==> src/rtl/maze_pkg.sv <==
// Shared definitions for the maze display path: RGB565 colours, renderer state
// encoding and the default cell size.
package maze_pkg;

  localparam int unsigned RGB565_W        = 16;
  localparam int unsigned MAZE_ADDR_W     = 11;
  localparam int unsigned CELL_PX_DEFAULT = 8;

  localparam logic [RGB565_W-1:0] COLOUR_WALL   = 16'h0000;
  localparam logic [RGB565_W-1:0] COLOUR_PATH   = 16'hFFFF;
  localparam logic [RGB565_W-1:0] COLOUR_PLAYER = 16'hF800;
  localparam logic [RGB565_W-1:0] COLOUR_EXIT   = 16'h07E0;

  typedef enum logic [1:0] {
    ST_IDLE,
    ST_FETCH,
    ST_WAIT,
    ST_EMIT
  } render_state_e;

endpackage

==> src/rtl/maze_raster_counter.sv <==
// Row-major pixel position counters for the renderer, exposing the current maze
// cell (column/row) and a flag on the final pixel of the frame.
module maze_raster_counter
  import maze_pkg::*;
#(
  parameter int unsigned WIDTH   = 30,
  parameter int unsigned HEIGHT  = 40,
  parameter int unsigned CELL_PX = CELL_PX_DEFAULT,
  localparam int unsigned SCR_W  = WIDTH * CELL_PX,
  localparam int unsigned SCR_H  = HEIGHT * CELL_PX,
  localparam int unsigned PX_W   = $clog2(SCR_W),
  localparam int unsigned PY_W   = $clog2(SCR_H),
  localparam int unsigned SHIFT  = $clog2(CELL_PX)
) (
  input  logic                  clock,
  input  logic                  reset,
  input  logic                  advance,
  input  logic                  clear,
  output logic [PX_W-SHIFT-1:0] cell_col,
  output logic [PY_W-SHIFT-1:0] cell_row,
  output logic                  last_pixel
);

  logic [PX_W-1:0] px_q, px_d;
  logic [PY_W-1:0] py_q, py_d;
  logic            px_at_end;
  logic            py_at_end;

  always_comb begin
    px_at_end = (px_q == PX_W'(SCR_W - 1));
    py_at_end = (py_q == PY_W'(SCR_H - 1));
    px_d      = px_q;
    py_d      = py_q;
    if (clear) begin
      px_d = '0;
      py_d = '0;
    end else if (advance) begin
      if (px_at_end) begin
        px_d = '0;
        py_d = py_at_end ? '0 : py_q + 1'b1;
      end else begin
        px_d = px_q + 1'b1;
      end
    end
  end

  always_ff @(posedge clock or posedge reset) begin
    if (reset) begin
      px_q <= '0;
      py_q <= '0;
    end else begin
      px_q <= px_d;
      py_q <= py_d;
    end
  end

  assign cell_col   = px_q[PX_W-1:SHIFT];
  assign cell_row   = py_q[PY_W-1:SHIFT];
  assign last_pixel = px_at_end && py_at_end;

endmodule

==> src/rtl/maze_renderer.sv <==
// Maze raster renderer: fetch/wait/emit per pixel into the LCD write port.
// Define MAZE_RENDER_EXIT_EN to overlay the exit cell in the EXIT colour.
module maze_renderer
  import maze_pkg::*;
#(
  parameter int unsigned WIDTH   = 30,
  parameter int unsigned HEIGHT  = 40,
  parameter int unsigned CELL_PX = CELL_PX_DEFAULT,
  parameter int unsigned EXIT_X  = 28,
  parameter int unsigned EXIT_Y  = 38
) (
  input  logic                   clock,
  input  logic                   reset,
  input  logic                   render_en,
  input  logic [7:0]             player_x,
  input  logic [7:0]             player_y,
  output logic [MAZE_ADDR_W-1:0] maze_address,
  input  logic                   maze_address_data,
  output logic [RGB565_W-1:0]    pixel_data,
  output logic                   pixel_write,
  input  logic                   pixel_ready,
  output logic                   frame_start,
  output logic                   frame_done
);

  localparam int unsigned PX_W  = $clog2(WIDTH * CELL_PX);
  localparam int unsigned PY_W  = $clog2(HEIGHT * CELL_PX);
  localparam int unsigned SHIFT = $clog2(CELL_PX);
  localparam int unsigned COL_W = PX_W - SHIFT;
  localparam int unsigned ROW_W = PY_W - SHIFT;

  render_state_e          state_q, state_d;
  logic [7:0]             plx_q, plx_d;
  logic [7:0]             ply_q, ply_d;
  logic [MAZE_ADDR_W-1:0] maze_address_q, maze_address_d;
  logic [RGB565_W-1:0]    pixel_data_q, pixel_data_d;
  logic                   pixel_write_q, pixel_write_d;
  logic                   frame_start_q, frame_start_d;

  logic                   advance;
  logic                   clear;
  logic [COL_W-1:0]       cell_col;
  logic [ROW_W-1:0]       cell_row;
  logic                   last_pixel;
  logic [MAZE_ADDR_W-1:0] cell_addr;
  logic                   player_hit;
  logic                   exit_hit;
  logic [RGB565_W-1:0]    colour;

  maze_raster_counter #(
    .WIDTH   (WIDTH),
    .HEIGHT  (HEIGHT),
    .CELL_PX (CELL_PX)
  ) u_counter (
    .clock      (clock),
    .reset      (reset),
    .advance    (advance),
    .clear      (clear),
    .cell_col   (cell_col),
    .cell_row   (cell_row),
    .last_pixel (last_pixel)
  );

  always_comb begin
    cell_addr  = MAZE_ADDR_W'(cell_row) * MAZE_ADDR_W'(WIDTH) + MAZE_ADDR_W'(cell_col);
    // An out-of-maze latched position can never equal a live cell index.
    player_hit = (plx_q == 8'(cell_col)) && (ply_q == 8'(cell_row));
`ifdef MAZE_RENDER_EXIT_EN
    exit_hit   = (cell_col == COL_W'(EXIT_X)) && (cell_row == ROW_W'(EXIT_Y));
`else
    exit_hit   = 1'b0;
`endif
    if (player_hit)             colour = COLOUR_PLAYER;
    else if (exit_hit)          colour = COLOUR_EXIT;
    else if (maze_address_data) colour = COLOUR_WALL;
    else                        colour = COLOUR_PATH;
  end

  always_comb begin
    state_d        = state_q;
    plx_d          = plx_q;
    ply_d          = ply_q;
    maze_address_d = maze_address_q;
    pixel_data_d   = pixel_data_q;
    pixel_write_d  = pixel_write_q;
    frame_start_d  = 1'b0;
    advance        = 1'b0;
    clear          = 1'b0;
    case (state_q)
      ST_IDLE: begin
        if (render_en) begin
          state_d       = ST_FETCH;
          clear         = 1'b1;
          plx_d         = player_x;
          ply_d         = player_y;
          frame_start_d = 1'b1;
        end
      end
      ST_FETCH: begin
        maze_address_d = cell_addr;
        state_d        = ST_WAIT;
      end
      ST_WAIT: begin
        pixel_data_d  = colour;
        pixel_write_d = 1'b1;
        state_d       = ST_EMIT;
      end
      ST_EMIT: begin
        if (pixel_ready) begin
          pixel_write_d = 1'b0;
          advance       = 1'b1;
          if (!last_pixel) begin
            state_d = ST_FETCH;
          end else if (render_en) begin
            state_d       = ST_FETCH;
            clear         = 1'b1;
            plx_d         = player_x;
            ply_d         = player_y;
            frame_start_d = 1'b1;
          end else begin
            state_d = ST_IDLE;
          end
        end
      end
      default: state_d = ST_IDLE;
    endcase
  end

  always_ff @(posedge clock or posedge reset) begin
    if (reset) begin
      state_q        <= ST_IDLE;
      plx_q          <= '0;
      ply_q          <= '0;
      maze_address_q <= '0;
      pixel_data_q   <= '0;
      pixel_write_q  <= 1'b0;
      frame_start_q  <= 1'b0;
    end else begin
      state_q        <= state_d;
      plx_q          <= plx_d;
      ply_q          <= ply_d;
      maze_address_q <= maze_address_d;
      pixel_data_q   <= pixel_data_d;
      pixel_write_q  <= pixel_write_d;
      frame_start_q  <= frame_start_d;
    end
  end

  assign maze_address = maze_address_q;
  assign pixel_data   = pixel_data_q;
  assign pixel_write  = pixel_write_q;
  assign frame_start  = frame_start_q;
  // Decoded from registered state so it coincides with the final transfer cycle.
  assign frame_done   = (state_q == ST_EMIT) && last_pixel && pixel_ready;

endmodule
==> config.mk <==
export PLATFORM = sky130hd
export DESIGN_NAME = maze_renderer
export DESIGN_NICKNAME = d
export VERILOG_FILES = /design/src/rtl/maze_pkg.sv /design/src/rtl/maze_raster_counter.sv /design/src/rtl/maze_renderer.sv
export SDC_FILE = /design/constraint.sdc
export NUM_CORES = 1
export LEC_CHECK = 0
export CAP_MARGIN = 20
export CORE_UTILIZATION = 30
export CTS_CLUSTER_SIZE = 10
export DETAILED_ROUTE_END_ITERATION = 12
export HOLD_SLACK_MARGIN = 0.03
export PLACE_DENSITY_LB_ADDON = 0.2
export SYNTH_ARGS = -nofsm -noshare
export SYNTH_HDL_FRONTEND = slang
export SYNTH_SLANG_ARGS = --single-unit
==> constraint.sdc <==
create_clock -name clock -period 9.45 [get_ports clock]
set_input_delay 1.4175 -clock clock [delete_from_list [all_inputs] [get_ports clock]]
set_output_delay 1.4175 -clock clock [all_outputs]
set_load 0.05 [all_outputs]
### After elaboration in Yosys (flattened, before gate mapping)

Cells that the tools add are included.

| storage, ports and cells | value |
|---|---|
| output and inout port bits | 30 |
| logic and storage cells | 66 |
| register bits | 64 |

| cells by class | value |
|---|---|
| mux-type cells | 30 |
| equality and inequality tests | 10 |
| $add $sub $neg | 3 |
| reduce and logical (&&, ||, !) cells | 13 |
| $mul | 1 |

Operator list:

| operator | number |
|---|---|
| 8-bit two-way mux | 9 |
| 9-bit two-way mux | 4 |
| 16-bit two-way mux | 2 |
| 8-bit one-hot mux with 2 select lines | 2 |
| 11-bit by 5-bit adder with 11-bit output | 1 |
| 6-bit by 4-bit multiplier with 10-bit output, second input constant | 1 |
| 9-bit by 1-bit adder with 9-bit output, second input constant | 1 |
| 9-bit == test, second input constant | 1 |
| 8-bit by 1-bit adder with 8-bit output, second input constant | 1 |
| 8-bit by 5-bit == test with 1-bit output | 1 |
| 8-bit by 6-bit == test with 1-bit output | 1 |
| 8-bit == test, second input constant | 1 |
| 1-bit two-way mux | 8 |
| 2-bit one-hot mux with 4 select lines | 1 |
| 2-bit nonzero test | 4 |
| 2-bit inequality test, second input constant | 3 |
| 2-bit AND reduction | 3 |
| 2-bit == test, second input constant | 2 |
| 1-bit logical AND | 4 |
| 2-bit two-way mux | 2 |
| 1-bit one-hot mux with 2 select lines | 2 |
| 3-bit AND reduction | 1 |
| 2-bit by 1-bit == test with 1-bit output, second input constant | 1 |
| 2-bit logical NOT | 1 |

### Longest topological paths before layout

Gate-level depths: netlist of run 1.

| depth | value |
|---|---|
| word-level depth | 7 |
| gate-level depth with buffers | 12 |

### Hierarchy

Synthesis of run 1 repeated with hierarchy kept, for this count alone.

| second synthesis, totals | value |
|---|---|
| cell total of the unflattened synthesis | 343 |
| area, all modules | 3,454.6 um^2 |

Modules (own cells, without submodules):

| module | cells an instance | sequential area each (um^2) | area an instance (um^2) | instances |
|---|---|---|---|---|
| maze_renderer | 233 | 825.8 | 2,426.1 | 1 |
| maze_raster_counter | 110 | 425.4 | 1,028.5 | 1 |

### Worst setup path before layout of run 1

OpenSTA, ideal clock, no wires.

| timing path | value |
|---|---|
| path kind | register to register |
| start | register u_counter.py_q[3] |
| end | register maze_address_q[10], in the netlist maze_address[10] |
| buffers on the path | 0 |
| data required time | 9.381 ns |
| arrival | 3.672 ns |
| setup slack | 5.709 ns |
| stages on the path, launching flop included | 13 |
| library setup time | 0.069 ns |
| cell sequence | dfrtp_1 fa_1 fa_1 inv_1 fa_1 inv_1 ha_1 nand2_1 o21ai_0 nand2_1 or4b_1 or4b_1 nand3_1 |

| between the ends | value |
|---|---|
| word-level cells in the longest chain between the ends | 2 |

Ends and longest elaborated chain:

| item | line | RTL |
|---|---|---|
| from (decl) | maze_raster_counter.sv:25 | `logic [PY_W-1:0] py_q, py_d;` |
| from (signal assigned) | maze_raster_counter.sv:53 | `py_q <= py_d;` |
| 6-bit by 4-bit multiplier with 10-bit output | maze_renderer.sv:65 | `cell_addr = MAZE_ADDR_W'(cell_row) * MAZE_ADDR_W'(WIDTH) + MAZE_ADDR_W'(cell_col);` |
| 11-bit by 5-bit adder with 11-bit output | maze_renderer.sv:65 |  |
| to (signal assigned) | maze_renderer.sv:142 | `maze_address_q <= maze_address_d;` |
| to (decl) | maze_renderer.sv:35 | `logic [MAZE_ADDR_W-1:0] maze_address_q, maze_address_d;` |

No other way between the ends.
A chain may end at the register's enable or synchronous reset.

### Worst setup path in the final report of run 1

| timing path | value |
|---|---|
| start | input port pixel_ready |
| end | output port frame_done |

| between the ends | value |
|---|---|
| word-level cells in the longest chain between the ends | 1 |

Ends and longest elaborated chain:

| item | line | RTL |
|---|---|---|
| from (decl) | maze_renderer.sv:21 | `input logic pixel_ready,` |
| 1-bit logical AND | maze_renderer.sv:154 | `assign frame_done = (state_q == ST_EMIT) && last_pixel && pixel_ready;` |
| to (decl) | maze_renderer.sv:23 | `output logic frame_done` |

No other way between the ends.

==> results of run 1 <==
path summary, 6_finish.rpt:
kind                                         from           endpoint  slack [ns]
worst max-delay path                  pixel_ready         frame_done        4.70
worst min-delay path             maze_address[10]   maze_address[10]        0.49
worst max register to register  u_counter.py_q[3]   maze_address[10]        5.38
worst min register to register   maze_address[10]   maze_address[10]        0.49
max in group asynchronous                   reset  u_counter.py_q[7]        7.44
min in group asynchronous                   reset    maze_address[4]        1.59
layer usage:
layer / track usage [%] / wire (um) / vias up
li1: - / - / 1157
met3: 2.17 / 162 / 4
met4: 2.94 / 59 / 0
met5: 0 / 0 / -
met2: 20.6 / 3060 / 28
met1: 17.5 / 3310 / 1104
flip-flops by register name, indices dropped and copies added, names as in the netlist:
register        flops
plx_q               8
frame_start         1
maze_address       11
state_q             2
u_counter.py_q      9
u_counter.px_q      8
pixel_write         1
ply_q               8
pixel_data          2
kinds of logic after synthesis:
group                    count (synthesis)
adder cells (fa/ha/maj)                 37
flip-flops                              50
XOR/XNOR                                30
AND/OR/NAND/NOR                         84
buffers and inverters                   45
AO/OA/AOI/OAI                           46
multiplexers                            24
cells in the mapped netlist (2+ instances only):
master	count
nor3b_1	3
clkbuf_1	3
xor2_1	11
nand4_1	5
and3_1	4
inv_1	26
nor4_1	2
fa_1	10
nand2_1	15
ha_1	27
o21ai_0	13
mux2_2	13
nand3b_1	2
o31ai_1	2
nor3_1	5
dfrtp_1	50
mux2_4	10
buf_4	14
nor2_1	20
nand3_1	10
a21oi_1	14
xnor2_1	18
nor2b_1	4
or4b_1	2
nand2b_1	4
where the power goes:
part           switching, mW  internal, mW  leakage, nW  total, mW
logic                  0.313         0.220         1.16      0.532
clock network         0.0776        0.0526       0.0452      0.130
registers             0.0645         0.291        0.634      0.355
total                  0.455         0.563         1.83       1.02
area by class of cell:
class / count / area [um^2] / share of cell area, %
inverters: 26 / 97.6 / 2.43
clock inverters: 2 / 13.8 / 0.343
clock buffers: 6 / 72.6 / 1.81
repair buffers: 52 / 515 / 12.9
flip-flops and latches: 50 / 1250 / 31.2
multi-input cells: 221 / 1890 / 47.0
well taps: 140 / 175 / 4.37
per-stage QoR:
stage | total power [mW] | hold slack (ns) | util (%) | std cells
floorplan | 0.778 | 0.463 | - | 316
global placement | 0.892 | 0.481 | 36.0 | 489
detailed placement | 0.900 | 0.485 | 36.0 | 489
CTS | 1.03 | 0.507 | 36.8 | 497
global route | 1.08 | 0.523 | 36.8 | 497
finish | 1.02 | 0.494 | 36.8 | 497
cell usage in the layout (no fill, tap or decap), types with 2 or more instances in the layout:
master and instances:
a21oi_1 14, buf_4 2, nor4_1 2, mux2_4 10, nor3b_1 3, fa_1 10, clkdlybuf4s50_1 50, mux2_2 13
nor3_1 5, nand2b_1 4, nand3_1 10, o31ai_1 2, o21ai_0 13, inv_1 25, ha_1 27, dfrtp_1 50
xnor2_1 18, and3_1 4, xor2_1 11, nand2_1 15, nand3b_1 2, nor2_1 20, or4b_1 2, clkbuf_8 5
nor2b_1 4, nand4_1 5
worst max-delay path, delay by kind of cell:
family / cells / cell delay [ns]
simple gates: 2 / 0.53
buf+inv: 2 / 1.38
==> results.md, run 1 <==
- Number of global-route vias before repair: 2415
- Post-Layout Inst Area: 0.00401 mm^2
- Final setup fails: 0
- Area leader, netlist: dfrtp_1
- EDFF count, synth: 0
- Final worst setup slack: 4.70 ns
- Crit path top cell by count: clkdlybuf4s50_1
- Worst path cell trace: clkdlybuf4s50_1, nand2_1, nor3_4, clkdlybuf4s50_1
- Max stage delay on crit path: 0.85 ns
- WL per Instance: 13.2 um
- Layout cells sized above 1: 10.9%
- Element type at the critical path start: primary input
- Crit Path Class: in -> out
- H-tree depth: 2
- Max Fanout on Critical Path: 7
- Peak supply drop: 0.142 mV
- CTS Root Cell: clkbuf_8
- Pin count of the biggest net entering global routing: 51
- CP endpoint kind: primary output
- Unrepaired setup endpoints after global routing: no
- Post-Synth Simple-Gate Area: 13.8%
- PostCTS Resize Cnt: 0
- Synth Area in Compound Gates: 8.92%
- Antenna Cells: 0
- Core area: 0.0109 mm^2
- Top-area cell type share of the netlist area: 37.2%
- I/O Buffers: 50
- Total gr overflow: 0
- Die H: 108 um
- Row cnt: 38
- Clock Path Buffers: 2
- Clk pin slew, worst setup/hold paths: 0.09 ns
- Die Wd: 108 um
- Routed via count: 2293
- Ys flop type: dfrtp_1
- Total track usage: 12.7%
- Largest family of logic cells by synthesized area: adder cells
- Post-Syn Area: 0.00337 mm^2
- Post-CTS Setup Inserts: 0
- # clock sinks: 50
- Placed inst area: 0.00393 mm^2
- Initial antenna violation count: 0
- Layout area overhead: 19.1%
- Hold Violations, Final: 0
- Hold Crit Depth: 2
- Achievable Freq: 0.211 GHz
- Clk_lat worst skew: 0.31 ns
- Sequential share of the synthesized area: 37.2%
- TritonCTS buffer count: 5
- IO Count: 51
- Status: completed
- CTS tree: built
- Max-cap violations: 0
- Mux cell area share after synthesis: 9.10%
- Xor-xnor portion of the synthesized cell area: 8.21%
- Post-placement worst setup slack: 4.71 ns
- DRT iter0 DRCs: 82
- Worst clock skew: 0.0169 ns
- Worst-Margin Slew: 0.686 ns
- First-pass GRT wire length: 11700 um
- DIE AREA: 0.0117 mm^2
- Syn_nets: 374
- TNS Setup: 0 ns
- Synthesized instance count: 316
- NumNets Final: 414
- Number of hold buffers added after cts: 0
- Post-route ant nets: 0
- Routability Congestion: 0.724
- FILL cells: 1084
- Fin. max-slew vios: 0
- WL final: 6590 um
- Slew headroom: 54.3%
- Vias/cell: 4.61
- Synthesized area per cell: 10.7 um^2
- FFs w/ async S/R, synth: 100%
- HPWL Detailed: 5070 um
- Initial core utilization: 30.9%
- Synthesized flop and latch total: 50
- DRC viols: 0
- Power density cells: 254 mW/mm^2
- HP Class: reg -> reg
- Area contributors post-synth: dfrtp_1 (37%), ha_1 (10%), fa_1 (5.9%)
- Fin crit share: 50.2%
- Ys Warns: 0
- WP data required: 8.03 ns
- Worst path slowest cell: clkdlybuf4s50_1
- Fin crit period: 4.75 ns
- Pre-antenna DRT Iters: 4
- Arr. time, crit path: 3.33 ns
- Post-synthesis adder-cell area fraction: 16.0%
- Post-synth cell types: 54
- R2R cell count: 12
- Leak Pwr: 1.83 nW
Note: power is estimated with default switching activity, not from simulation.
==> run 2, diff against run 1 <==
- clock period: 9.45 -> 4.52 ns (I/O delays scaled with it)
==> run 2 against run 1 <==
Compared with the run above:
- via count fell by 0.57%
- critical path depth rose by 8
- cell count fell by 0.20%
- worst setup slack got worse by 4.1 ns
- register-to-register slack got worse by 4.8 ns
- flip-flop and latch count did not move
- critical path type is now reg -> reg
- critical endpoint is now maze_address[10]
==> results.md, run 2 (synthesis results as in run 1) <==
- Pre-antenna DRT Iters: 5
- Core area: 0.0109 mm^2
- R2R cell count: 12
- I/O Buffers: 50
- Routability Congestion: 0.778
- Vias/cell: 4.60
- Power density cells: 531 mW/mm^2
- Register Area: 0.00125 mm^2
- WL final: 6550 um
- Total track usage: 12.3%
- Final worst setup slack: 0.582 ns
- Total gr overflow: 0
- Peak supply drop: 0.350 mV
- Fin. max-slew vios: 0
- Number of hold buffers added after cts: 0
- Row cnt: 38
- Final setup fails: 0
- Slew headroom: 53.7%
- FILL cells: 1066
- NumNets Final: 414
- Unrepaired setup endpoints after global routing: no
- Worst-Margin Slew: 0.695 ns
- Post-CTS Setup Inserts: 0
- Status: completed
- CTS Root Cell: clkbuf_8
- # clock sinks: 50
- DRC viols: 0
- Achievable Freq: 0.254 GHz
- Die H: 108 um
- Critical Path Start: u_counter.py_q[3]
- Element type at the critical path start: register
- Setup crit end: maze_address[10]
- Max FFs per register: 11
- Post-placement worst setup slack: 0.558 ns
- Initial antenna violation count: 0
- Hold Violations, Final: 0
- Post-route ant nets: 0
- HP Class: reg -> reg
- Clk pin slew, worst setup/hold paths: 0.10 ns
- Layout cells sized above 1: 11.0%
- Initial core utilization: 30.9%
- Pin count of the biggest net entering global routing: 51
- CP endpoint kind: register
- Fin crit share: 87.1%
- Crit Path Class: reg -> reg
- WL per Instance: 13.2 um
- CTS tree: built
- R2R Path End: maze_address[10]
- Worst clock skew: 0.00818 ns
- PostCTS Resize Cnt: 0
- Leak Pwr: 1.83 nW
- WP data required: 4.77 ns
- Die Wd: 108 um
- Fin crit period: 3.94 ns
- Setup slack, reg-to-reg: 0.58 ns
- Arr. time, crit path: 4.19 ns
- Clk_lat worst skew: 0.31 ns
- Routed via count: 2280
- Max Fanout on Critical Path: 7
- Antenna Cells: 0
- Max-cap violations: 0
- First-pass GRT wire length: 11300 um
- Area of the multi-input gates: 0.00189 mm^2
- Most frequent cells in the layout: dfrtp_1 (50), clkdlybuf4s50_1 (50), ha_1 (27), inv_1 (25), nor2_1 (20)
- Critical R2R Launch: u_counter.py_q[3]
- HPWL Detailed: 5050 um
- Number of global-route vias before repair: 2292
- DIE AREA: 0.0117 mm^2
- TritonCTS buffer count: 5
- DRT iter0 DRCs: 94
- H-tree depth: 2
- TNS Setup: 0 ns
- IO Count: 51
- Hold_ws: 0.502 ns
- Layout area overhead: 19.0%
- Clock Path Buffers: 2
run 2: per-stage QoR:
step | cells | cell area [um^2] | power (mW) | utilization, %
final | 496 | 4010 | 2.13 | 36.8
after global routing | 496 | 4010 | 2.26 | 36.8
after CTS | 496 | 4010 | 2.16 | 36.8
after detailed placement | 489 | 3930 | 1.88 | 36.0
after global placement | 489 | 3930 | 1.87 | 36.0
after floorplan | 316 | 3370 | 1.63 | -
run 2: worst min-delay path by stage:
stage	from	to	depth (start not counted)
after CTS	u_counter.py_q[2]	u_counter.py_q[2]	1
final	maze_address[10]	maze_address[10]	2
after global placement	maze_address[10]	maze_address[10]	2
after global routing	u_counter.py_q[2]	u_counter.py_q[2]	1
after floorplan	u_counter.py_q[2]	u_counter.py_q[2]	1
after detailed placement	ply_q[7]	ply_q[7]	1
run 2: cell type report:
class                           instances  share of cell area, %
Clock buffer                            5                   1.72
Sequential cell                        50                   31.2
Tap cell                              140                   4.37
Timing Repair Buffer                   52                   12.9
Inverter                               26                   2.44
Multi-Input combinational cell        221                   47.0
Clock inverter                          2                  0.343
run 2: critical path: stages (launching register included):
cell,delay [ns]
dfrtp_1,0.49
fa_1,0.55
fa_1,0.52
inv_1,0.06
fa_1,0.50
inv_1,0.04
ha_1,0.33
nand2_1,0.06
o21ai_0,0.14
nand2_1,0.12
or4b_1,0.50
or4b_1,0.47
nand3_1,0.09
run 2: power breakdown:
group	switching (mW)	total (mW)	internal (mW)	leakage, nW
clock	0.162	0.270	0.108	0.0444
combinational	0.658	1.12	0.460	1.16
sequential	0.132	0.740	0.608	0.634
total	0.953	2.13	1.17	1.83
run 2: layer usage:
metal | wire length [um] | vias up | part of all wire [%] | global-route usage [%]
li1 | - | 1153 | - | -
met1 | 3310 | 1082 | 51 | 16.7
met2 | 2970 | 39 | 45 | 20.3
met3 | 190 | 6 | 2.9 | 1.87
met4 | 78 | 0 | 1.2 | 3.52
met5 | 0 | - | 0 | 0
